`src/rtl/pipe_hazard_if.sv`:
```
// Handshake bundle between the 3-stage pipeline datapath and its hazard controller.
// The pipeline (master) presents FD decode fields and events; the controller (slave) returns stall/flush/forward controls.
interface pipe_hazard_if #(
  parameter int CNT_W = 16
);
  logic             fd_valid;
  logic [4:0]       fd_rs1;
  logic [4:0]       fd_rs2;
  logic             fd_use_rs1;
  logic             fd_use_rs2;
  logic [4:0]       fd_rd;
  logic             fd_reg_we;
  logic             fd_mem_to_reg;
  logic             ex_jump_taken;
  logic             mem_busy;
  logic             fd_stall;
  logic             fd_flush;
  logic             ex_bubble;
  logic [1:0]       fwd_a_sel;
  logic [1:0]       fwd_b_sel;
  logic [1:0]       ctrl_state;
  logic [CNT_W-1:0] stall_cycles;

  modport master (
    output fd_valid, fd_rs1, fd_rs2, fd_use_rs1, fd_use_rs2, fd_rd,
           fd_reg_we, fd_mem_to_reg, ex_jump_taken, mem_busy,
    input  fd_stall, fd_flush, ex_bubble, fwd_a_sel, fwd_b_sel,
           ctrl_state, stall_cycles
  );

  modport slave (
    input  fd_valid, fd_rs1, fd_rs2, fd_use_rs1, fd_use_rs2, fd_rd,
           fd_reg_we, fd_mem_to_reg, ex_jump_taken, mem_busy,
    output fd_stall, fd_flush, ex_bubble, fwd_a_sel, fwd_b_sel,
           ctrl_state, stall_cycles
  );
endinterface

```
`src/rtl/pipe_hazard_ctrl.sv`:
```
// Hazard controller for the FD/EX/MW pipeline: slot tracking, load-use stall,
// jump flush, memory-busy hold, EX operand forwarding and a stall-cycle counter.
//
//  state  | meaning
//  RUN    | no hazard, all controls idle
//  LSTALL | load-use: hold FD one cycle, bubble into EX
//  FLUSH  | taken jump: squash FD and bubble EX for JUMP_PENALTY cycles
//  HOLD   | data memory busy: whole pipe frozen, previous state resumes after
module pipe_hazard_ctrl #(
  parameter int JUMP_PENALTY = 1,
  parameter int CNT_W        = 16
) (
  input  logic          clk,
  input  logic          rst_n,
  pipe_hazard_if.slave  hz
);

  typedef enum logic [1:0] {
    ST_RUN    = 2'b00,
    ST_LSTALL = 2'b01,
    ST_FLUSH  = 2'b10,
    ST_HOLD   = 2'b11
  } state_e;

  localparam logic [1:0] PENALTY = 2'(JUMP_PENALTY);

  // Only RUN and FLUSH persist across edges; LSTALL and HOLD are decided in the cycle
  // they occur, so ctrl_state reports the state in force this cycle (state_eff).
  state_e     state_q, state_d, state_eff;
  logic [1:0] flush_cnt_q, flush_cnt_d;
  logic [CNT_W-1:0] stall_cnt_q, stall_cnt_d;

  logic       ex_v_q, ex_v_d;
  logic [4:0] ex_rs1_q, ex_rs1_d;
  logic [4:0] ex_rs2_q, ex_rs2_d;
  logic       ex_use1_q, ex_use1_d;
  logic       ex_use2_q, ex_use2_d;
  logic [4:0] ex_rd_q, ex_rd_d;
  logic       ex_we_q, ex_we_d;
  logic       ex_ld_q, ex_ld_d;

  logic       mw_v_q, mw_v_d;
  logic [4:0] mw_rd_q, mw_rd_d;
  logic       mw_we_q, mw_we_d;
  logic       mw_ld_q, mw_ld_d;

  logic       wb_v_q, wb_v_d;
  logic [4:0] wb_rd_q, wb_rd_d;
  logic       wb_we_q, wb_we_d;

  logic       load_use;
  logic       stall, flush, bubble;
  logic [1:0] fwd_a, fwd_b;

  assign load_use = ex_v_q && ex_ld_q && ex_we_q && hz.fd_valid &&
                    ((hz.fd_use_rs1 && (hz.fd_rs1 == ex_rd_q)) ||
                     (hz.fd_use_rs2 && (hz.fd_rs2 == ex_rd_q)));

  always_comb begin
    state_d     = state_q;
    flush_cnt_d = flush_cnt_q;
    state_eff   = ST_RUN;
    stall       = 1'b0;
    flush       = 1'b0;
    bubble      = 1'b0;
    if (hz.mem_busy) begin
      state_eff = ST_HOLD;
      stall     = 1'b1;
    end else if (hz.ex_jump_taken) begin
      // flush_cnt holds the flush cycles still owed after the current one
      state_eff   = ST_FLUSH;
      flush       = 1'b1;
      bubble      = 1'b1;
      flush_cnt_d = PENALTY - 2'd1;
      state_d     = (PENALTY > 2'd1) ? ST_FLUSH : ST_RUN;
    end else if (state_q == ST_FLUSH) begin
      state_eff   = ST_FLUSH;
      flush       = 1'b1;
      bubble      = 1'b1;
      flush_cnt_d = (flush_cnt_q != 2'd0) ? flush_cnt_q - 2'd1 : 2'd0;
      state_d     = (flush_cnt_q > 2'd1) ? ST_FLUSH : ST_RUN;
    end else if (load_use) begin
      state_eff = ST_LSTALL;
      stall     = 1'b1;
      bubble    = 1'b1;
      state_d   = ST_RUN;
    end else begin
      state_d = ST_RUN;
    end
  end

  always_comb begin
    ex_v_d   = ex_v_q;
    ex_rs1_d = ex_rs1_q;
    ex_rs2_d = ex_rs2_q;
    ex_use1_d = ex_use1_q;
    ex_use2_d = ex_use2_q;
    ex_rd_d  = ex_rd_q;
    ex_we_d  = ex_we_q;
    ex_ld_d  = ex_ld_q;
    mw_v_d   = mw_v_q;
    mw_rd_d  = mw_rd_q;
    mw_we_d  = mw_we_q;
    mw_ld_d  = mw_ld_q;
    wb_v_d   = wb_v_q;
    wb_rd_d  = wb_rd_q;
    wb_we_d  = wb_we_q;
    if (!hz.mem_busy) begin
      wb_v_d    = mw_v_q;
      wb_rd_d   = mw_rd_q;
      wb_we_d   = mw_we_q;
      mw_v_d    = ex_v_q;
      mw_rd_d   = ex_rd_q;
      mw_we_d   = ex_we_q;
      mw_ld_d   = ex_ld_q;
      ex_v_d    = hz.fd_valid && !bubble;
      ex_rs1_d  = hz.fd_rs1;
      ex_rs2_d  = hz.fd_rs2;
      ex_use1_d = hz.fd_use_rs1;
      ex_use2_d = hz.fd_use_rs2;
      ex_rd_d   = hz.fd_rd;
      // r0 writes are dropped here so r0 never matches as a hazard or forward source
      ex_we_d   = hz.fd_reg_we && (hz.fd_rd != 5'd0);
      ex_ld_d   = hz.fd_mem_to_reg;
    end
  end

  always_comb begin
    stall_cnt_d = stall_cnt_q;
    if (stall && (stall_cnt_q != {CNT_W{1'b1}})) begin
      stall_cnt_d = stall_cnt_q + 1'b1;
    end
  end

  always_comb begin
    fwd_a = 2'b00;
    fwd_b = 2'b00;
    if (ex_use1_q && mw_v_q && mw_we_q && !mw_ld_q && (mw_rd_q == ex_rs1_q)) begin
      fwd_a = 2'b01;
    end else if (ex_use1_q && wb_v_q && wb_we_q && (wb_rd_q == ex_rs1_q)) begin
      fwd_a = 2'b10;
    end
    if (ex_use2_q && mw_v_q && mw_we_q && !mw_ld_q && (mw_rd_q == ex_rs2_q)) begin
      fwd_b = 2'b01;
    end else if (ex_use2_q && wb_v_q && wb_we_q && (wb_rd_q == ex_rs2_q)) begin
      fwd_b = 2'b10;
    end
  end

  always_ff @(posedge clk or negedge rst_n) begin
    if (!rst_n) begin
      state_q     <= ST_RUN;
      flush_cnt_q <= 2'd0;
      stall_cnt_q <= '0;
      ex_v_q      <= 1'b0;
      ex_rs1_q    <= 5'd0;
      ex_rs2_q    <= 5'd0;
      ex_use1_q   <= 1'b0;
      ex_use2_q   <= 1'b0;
      ex_rd_q     <= 5'd0;
      ex_we_q     <= 1'b0;
      ex_ld_q     <= 1'b0;
      mw_v_q      <= 1'b0;
      mw_rd_q     <= 5'd0;
      mw_we_q     <= 1'b0;
      mw_ld_q     <= 1'b0;
      wb_v_q      <= 1'b0;
      wb_rd_q     <= 5'd0;
      wb_we_q     <= 1'b0;
    end else begin
      state_q     <= state_d;
      flush_cnt_q <= flush_cnt_d;
      stall_cnt_q <= stall_cnt_d;
      ex_v_q      <= ex_v_d;
      ex_rs1_q    <= ex_rs1_d;
      ex_rs2_q    <= ex_rs2_d;
      ex_use1_q   <= ex_use1_d;
      ex_use2_q   <= ex_use2_d;
      ex_rd_q     <= ex_rd_d;
      ex_we_q     <= ex_we_d;
      ex_ld_q     <= ex_ld_d;
      mw_v_q      <= mw_v_d;
      mw_rd_q     <= mw_rd_d;
      mw_we_q     <= mw_we_d;
      mw_ld_q     <= mw_ld_d;
      wb_v_q      <= wb_v_d;
      wb_rd_q     <= wb_rd_d;
      wb_we_q     <= wb_we_d;
    end
  end

  assign hz.fd_stall     = stall;
  assign hz.fd_flush     = flush;
  assign hz.ex_bubble    = bubble;
  assign hz.fwd_a_sel    = fwd_a;
  assign hz.fwd_b_sel    = fwd_b;
  assign hz.ctrl_state   = state_eff;
  assign hz.stall_cycles = stall_cnt_q;

endmodule

```
`src/flat_wrapper.sv`:
```
// flat-port wrapper written by rule: the top's interface ports become plain ports
module pipe_hazard_ctrl_flat 
#(
  parameter int JUMP_PENALTY = 1,
  parameter int CNT_W        = 16
)
  (clk, rst_n, hz_fd_valid, hz_fd_rs1, hz_fd_rs2, hz_fd_use_rs1, hz_fd_use_rs2, hz_fd_rd, hz_fd_reg_we, hz_fd_mem_to_reg, hz_ex_jump_taken, hz_mem_busy, hz_fd_stall, hz_fd_flush, hz_ex_bubble, hz_fwd_a_sel, hz_fwd_b_sel, hz_ctrl_state, hz_stall_cycles);
  pipe_hazard_if #(.CNT_W(CNT_W)) hz_i ();
  input  logic clk;
  input  logic rst_n;
  input wire logic [$bits(hz_i.fd_valid)-1:0] hz_fd_valid;
  input wire logic [$bits(hz_i.fd_rs1)-1:0] hz_fd_rs1;
  input wire logic [$bits(hz_i.fd_rs2)-1:0] hz_fd_rs2;
  input wire logic [$bits(hz_i.fd_use_rs1)-1:0] hz_fd_use_rs1;
  input wire logic [$bits(hz_i.fd_use_rs2)-1:0] hz_fd_use_rs2;
  input wire logic [$bits(hz_i.fd_rd)-1:0] hz_fd_rd;
  input wire logic [$bits(hz_i.fd_reg_we)-1:0] hz_fd_reg_we;
  input wire logic [$bits(hz_i.fd_mem_to_reg)-1:0] hz_fd_mem_to_reg;
  input wire logic [$bits(hz_i.ex_jump_taken)-1:0] hz_ex_jump_taken;
  input wire logic [$bits(hz_i.mem_busy)-1:0] hz_mem_busy;
  output wire logic [$bits(hz_i.fd_stall)-1:0] hz_fd_stall;
  output wire logic [$bits(hz_i.fd_flush)-1:0] hz_fd_flush;
  output wire logic [$bits(hz_i.ex_bubble)-1:0] hz_ex_bubble;
  output wire logic [$bits(hz_i.fwd_a_sel)-1:0] hz_fwd_a_sel;
  output wire logic [$bits(hz_i.fwd_b_sel)-1:0] hz_fwd_b_sel;
  output wire logic [$bits(hz_i.ctrl_state)-1:0] hz_ctrl_state;
  output wire logic [$bits(hz_i.stall_cycles)-1:0] hz_stall_cycles;
  assign hz_i.fd_valid = hz_fd_valid;
  assign hz_i.fd_rs1 = hz_fd_rs1;
  assign hz_i.fd_rs2 = hz_fd_rs2;
  assign hz_i.fd_use_rs1 = hz_fd_use_rs1;
  assign hz_i.fd_use_rs2 = hz_fd_use_rs2;
  assign hz_i.fd_rd = hz_fd_rd;
  assign hz_i.fd_reg_we = hz_fd_reg_we;
  assign hz_i.fd_mem_to_reg = hz_fd_mem_to_reg;
  assign hz_i.ex_jump_taken = hz_ex_jump_taken;
  assign hz_i.mem_busy = hz_mem_busy;
  assign hz_fd_stall = hz_i.fd_stall;
  assign hz_fd_flush = hz_i.fd_flush;
  assign hz_ex_bubble = hz_i.ex_bubble;
  assign hz_fwd_a_sel = hz_i.fwd_a_sel;
  assign hz_fwd_b_sel = hz_i.fwd_b_sel;
  assign hz_ctrl_state = hz_i.ctrl_state;
  assign hz_stall_cycles = hz_i.stall_cycles;
  pipe_hazard_ctrl #(.JUMP_PENALTY(JUMP_PENALTY), .CNT_W(CNT_W)) u_core (.clk(clk), .rst_n(rst_n), .hz(hz_i));
endmodule
```
`config.mk`:
```
export PLATFORM = sky130hd
export DESIGN_NAME = pipe_hazard_ctrl_flat
export DESIGN_NICKNAME = d
export VERILOG_FILES = /design/src/rtl/pipe_hazard_if.sv /design/src/rtl/pipe_hazard_ctrl.sv /design/src/flat_wrapper.sv
export SDC_FILE = /design/constraint.sdc
export NUM_CORES = 1
export LEC_CHECK = 0
export CAP_MARGIN = 30
export CORE_ASPECT_RATIO = 1.4
export CORE_MARGIN = 4
export CORE_UTILIZATION = 43
export DETAILED_ROUTE_END_ITERATION = 7
export DONT_BUFFER_PORTS = 1
export GPL_TIMING_DRIVEN = 0
export SLEW_MARGIN = 20
export SYNTH_ARGS = -nofsm -noshare
export SYNTH_HDL_FRONTEND = slang
export SYNTH_SLANG_ARGS = --single-unit
```
`constraint.sdc`:
```
create_clock -name clk -period 5.2 [get_ports clk]
set_input_delay 1.04 -clock clk [delete_from_list [all_inputs] [get_ports clk]]
set_output_delay 1.04 -clock clk [all_outputs]
set_load 0.03 [all_outputs]
```
## Yosys cells after proc, flatten, opt, wreduce, memory -nomap -nowiden

Cells that the tools add are included.

| cells by class | value |
|---|---|
| add/sub/neg operators | 2 |
| $lt $le $gt $ge | 1 |
| equality and inequality tests | 8 |
| muxes and demuxes | 24 |
| bitwise operators | 1 |
| reductions and logical operators | 30 |

Operator list:

| kind | count |
|---|---|
| $eq 5x5->1 | 6 |
| $mux 2 | 13 |
| $logic_and 1x1->1 | 23 |
| $add 16x1->16 const B | 1 |
| $ne 16x16->1 const B | 1 |
| $mux 1 | 11 |
| $reduce_bool 5->1 | 1 |
| $reduce_bool 2->1 | 2 |
| $eq 2x2->1 const B | 1 |
| $gt 2x1->1 const B | 1 |
| $logic_not 1->1 | 2 |
| $reduce_and 2->1 | 1 |
| $sub 2x1->2 const B | 1 |
| $logic_or 1x1->1 | 1 |
| $not 1->1 | 1 |

| word-level totals | value |
|---|---|
| register bits | 55 |
| input bits | 24 |
| output and inout port bits | 25 |
| word-level logic and storage cells | 84 |

## Depth between registers and ports, before layout

| depth | value |
|---|---|
| depth after elaboration | 10 |
| mapped depth | 8 |
| depth with buffers taken out | 7 |

## Least setup slack after synthesis

Ideal clock, no wire load.

| path | value |
|---|---|
| path type | input-to-output |
| start | in hz_fd_rs1[0] |
| end | out hz_ctrl_state[0] |
| arrival time | 2.179 ns |
| data required time | 4.160 ns |
| setup slack | 1.981 ns |
| cell stages on the path | 7 |
| buffers on the path | 2 |
| cells stage by stage | xnor2_1 -> nand4_1 -> o22ai_2 -> a21oi_2 -> buf_6 -> inv_1 -> buf_4 |

| on the way | value |
|---|---|
| word-level cells in the longest chain between the ends | 8 |

RTL lines:

| item | line | text |
|---|---|---|
| start: declaration | flat_wrapper.sv:12 | `input wire logic [$bits(hz_i.fd_rs1)-1:0] hz_fd_rs1;` |
| $eq 5x5->1 | pipe_hazard_ctrl.sv:56 | `((hz.fd_use_rs1 && (hz.fd_rs1 == ex_rd_q)) \|\|` |
| $logic_and 1x1->1 | pipe_hazard_ctrl.sv:56 |  |
| $logic_or 1x1->1 | pipe_hazard_ctrl.sv:56 |  |
| $logic_and 1x1->1 | pipe_hazard_ctrl.sv:55 | `assign load_use = ex_v_q && ex_ld_q && ex_we_q && hz.fd_valid &&` |
| $mux 1 | pipe_hazard_ctrl.sv:82 | `end else if (load_use) begin` |
| $mux 2 | pipe_hazard_ctrl.sv:76 | `end else if (state_q == ST_FLUSH) begin` |
| $mux 2 | pipe_hazard_ctrl.sv:69 | `end else if (hz.ex_jump_taken) begin` |
| $mux 2 | pipe_hazard_ctrl.sv:66 | `if (hz.mem_busy) begin` |
| end: declaration | flat_wrapper.sv:26 | `output wire logic [$bits(hz_i.ctrl_state)-1:0] hz_ctrl_state;` |

No other way between the ends.

## Worst setup path in the final report

| path | value |
|---|---|
| start | in hz_fd_rs1[3] |
| end | out hz_ctrl_state[0] |

Same word-level chain as after synthesis.

==> results by group <==
Outcome
  – Status: complete, no violations

Final layout
  – Antenna fix cells: 0
  – Area occupied by registers: 0.00135 sq mm
  – Area growth syn-to-layout: 7.67%
  – Layout cells sized above 1: approximately a quarter
  – Fillers: 561
  – Final nets: 249
  – Multi-input logic area: 0.00127 sq mm
  – Fin area: 0.00288 sq mm
  – Final non-filler cell total: 295
  – Core Util, Final: 48.4%

Synthesis
  – Synthesized net count: 242
  – Post-synth ARST share: 100%
  – Synth Area in XOR/XNOR: 14.1%
  – Synth area leader: dfrtp_1
  – Area share of the largest cell type after synthesis: approximately 51%
  – Mapped Area: 0.00267 sq mm
  – Largest family of logic cells by synthesized area: multiplexers
  – Synth cell count leaders: dfrtp_1, mux2_2, xnor2_1
  – Synth Area in Compound Gates: 2.48%
  – Largest cells by area after synthesis: dfrtp_1, mux2_2, xnor2_1
  – Post-Synth Adder-Cell Area: 0.468%
  – Most common cell in the synthesized netlist: dfrtp_1
  – Seq cells post-synth: 54
  – Syn Area/Cell: 12.3 sq um
  – Mux cell area share after synthesis: 15.6%
  – Post-synth cell types: 35
  – EDFF count, synth: 0
  – Synth warnings: 0
  – Post-synthesis simple-gate area fraction: 14.6%
  – Seq/Total Area, Yosys: between 50 and 60%
  – Primary FF master, synth: dfrtp_1
  – Synth Instances: approximately 220

Clock network
  – Clock transition at path regs: around 100 ps
  – Clock root buffer: clkbuf_8
  – Postcts setup bufs: 0
  – Worst skew pair latency: 300 ps
  – Post_cts resized: 0
  – Htree depth: 2
  – Num CTS Buffers: 5
  – Hold buffer count at cts: 0
  – Clk buf depth: 2
  – Clk sinks: between 50 and 60
  – CTS tree: yes

Timing
  – Slew margin rel.: 39.5%
  – Setup TNS: 0 ps
  – Minimum clock period: 3380 ps
  – Final cycle utilization of the critical path: 65.1%
  – RSZ-0062 raised after global routing: false
  – Final clock skew: 11.6 ps
  – Final Max Slew Viols: 0
  – Worst-Margin Slew: 901 ps
  – Final WS setup: 1820 ps
  – Endpoints failing setup: 0
  – Hold Vio Cnt, Final: 0
  – FMAX: 0.295 GHz

Placement
  – RePlAce Congestion: 0.796
  – I/O Buffers: 0
  – Post-DP HPWL: 4.14 mm
  – Place WS: between 1500 and 2000 ps
  – Placed Cells: 287
  – Placed Area: about 0.0028 sq mm

Setup path
  – FF-to-FF End: u_core.hz.stall_cycles[10]
  – R2R depth: 8
  – CP Launch Type: input port
  – CP Data Arrival Time: approximately 2300 ps
  – Crit Path Class: in2out
  – Top fanout value on the critical path: 10
  – R2r startpoint: u_core.hz.stall_cycles[0]
  – Data required time of the critical path: 4160 ps
  – CP endpoint kind: output pin
  – Critical Path Source: hz_fd_rs1[3]
  – Reg2Reg Setup Slack: 2880 ps

Global routing
  – First-pass GRT wire length: 8.74 mm
  – Largest net degree at the start of global routing: 55
  – Vias in the first global route: roughly 1700
  – Grt ovf: 0
  – Initial antenna violation count: 0
  – Gr usage total: 15.4%

Detailed routing
  – WL final: 5.48 mm
  – # DRC: 0
  – Routed len/inst: 18.6 um
  – Final ANT Viol Nets: 0
  – Vias per Instance: around 5.5
  – Via count: 1614
  – DR pass1 iterations: 4
  – Drt first-iter violations: 83

Floorplanning
  – Die width: ~75 um
  – Row cnt: 33
  – Die Height: 101 um
  – DIE AREA: 0.00756 sq mm
  – Core area: 0.00595 sq mm
  – IO Count: 49
  – Initial Utilization: 45.0%

Pwr
  – Leak: about 1.1 nW
  – Max IR drop VDD: 0.277 mV
  – Pwr dens: 383 mW/mm^2

Run
  – Maxcap violations: 0

Worst hold path
  – Min-delay worst type: in2async
==> placed cells by master, fill, tap and decap left out, types with 2 or more instances in the layout <==
cell / n
nor4_4: 2
nand3_1: 5
nor2b_1: 2
nor4_1: 4
nor3_1: 8
clkbuf_8: 7
or3_1: 2
or4_1: 2
nor2_1: 5
xnor2_1: 28
nand2b_1: 2
nand2_1: 8
mux2_2: 37
buf_1: 2
nand4_1: 10
nor4_2: 2
xor2_1: 15
o21ai_0: 3
clkbuf_1: 3
nand3_2: 2
buf_4: 2
dfrtp_1: 54
nor3b_1: 2
inv_1: 4
==> metal layers <==
metal	GRT usage, %	vias up	routed length, um
met1	18.1	788	2170
met2	26.6	45	2880
met3	4.77	7	339
met4	4.38	0	85
li1	-	774	-
met5	0	-	0
==> worst max-delay path by stage <==
stage	to
detailed placement	hz_ctrl_state[0]
CTS	hz_ctrl_state[0]
global placement	hz_ctrl_state[0]
floorplan	hz_ctrl_state[0]
global route	hz_ctrl_state[0]
finish	hz_ctrl_state[0]
==> per-stage QoR <==
stage	hold slack [ps]	power (mW)
global placement	499	0.854
finish	422	1.10
detailed placement	502	0.859
floorplan	468	0.807
CTS	405	1.12
global route	386	1.17
==> state kept, by name, indices dropped and copies added (netlist names), 2 cells and up <==
name	count
u_core.hz.stall_cycles	16
u_core.ex_rd_q	5
u_core.ex_rs1_q	5
u_core.ex_rs2_q	5
u_core.mw_rd_q	5
u_core.wb_rd_q	5
u_core.flush_cnt_q	2
==> cell families (layout without fill, tap and decap cells) <==
| group | Yosys count | count (layout) |
|---|---|---|
| flops | 54 | 54 |
| xor+xnor | 43 | 43 |
| compound gates | 9 | 9 |
| mux | 37 | 37 |
| fa+ha+maj | 1 | 1 |
| simple gates | 61 | 61 |
| buf+inv | 12 | 20 |
==> critical path: stages <==
cell     delay [ps]
xnor2_1         130
nand4_1         120
o22ai_2         250
a21oi_2         160
buf_6           190
inv_1           230
buf_4           220
==> report_power, final <==
group / internal (mW) / leakage, nW / switching (mW)
Clock: 0.122 / 0.0544 / 0.135
Combinational: 0.103 / 0.428 / 0.0776
Sequential: 0.491 / 0.649 / 0.175
Total: 0.717 / 1.13 / 0.387
==> cell type report <==
class | count | area share (%)
clock buffers | 7 | 3.35
flip-flops and latches | 54 | 46.9
multi-input cells | 151 | 44.3
plain buffers | 8 | 1.56
clock inverters | 1 | 0.304
well taps | 70 | 3.04
inverters | 4 | 0.522
Power figures use the tool's default switching activity.
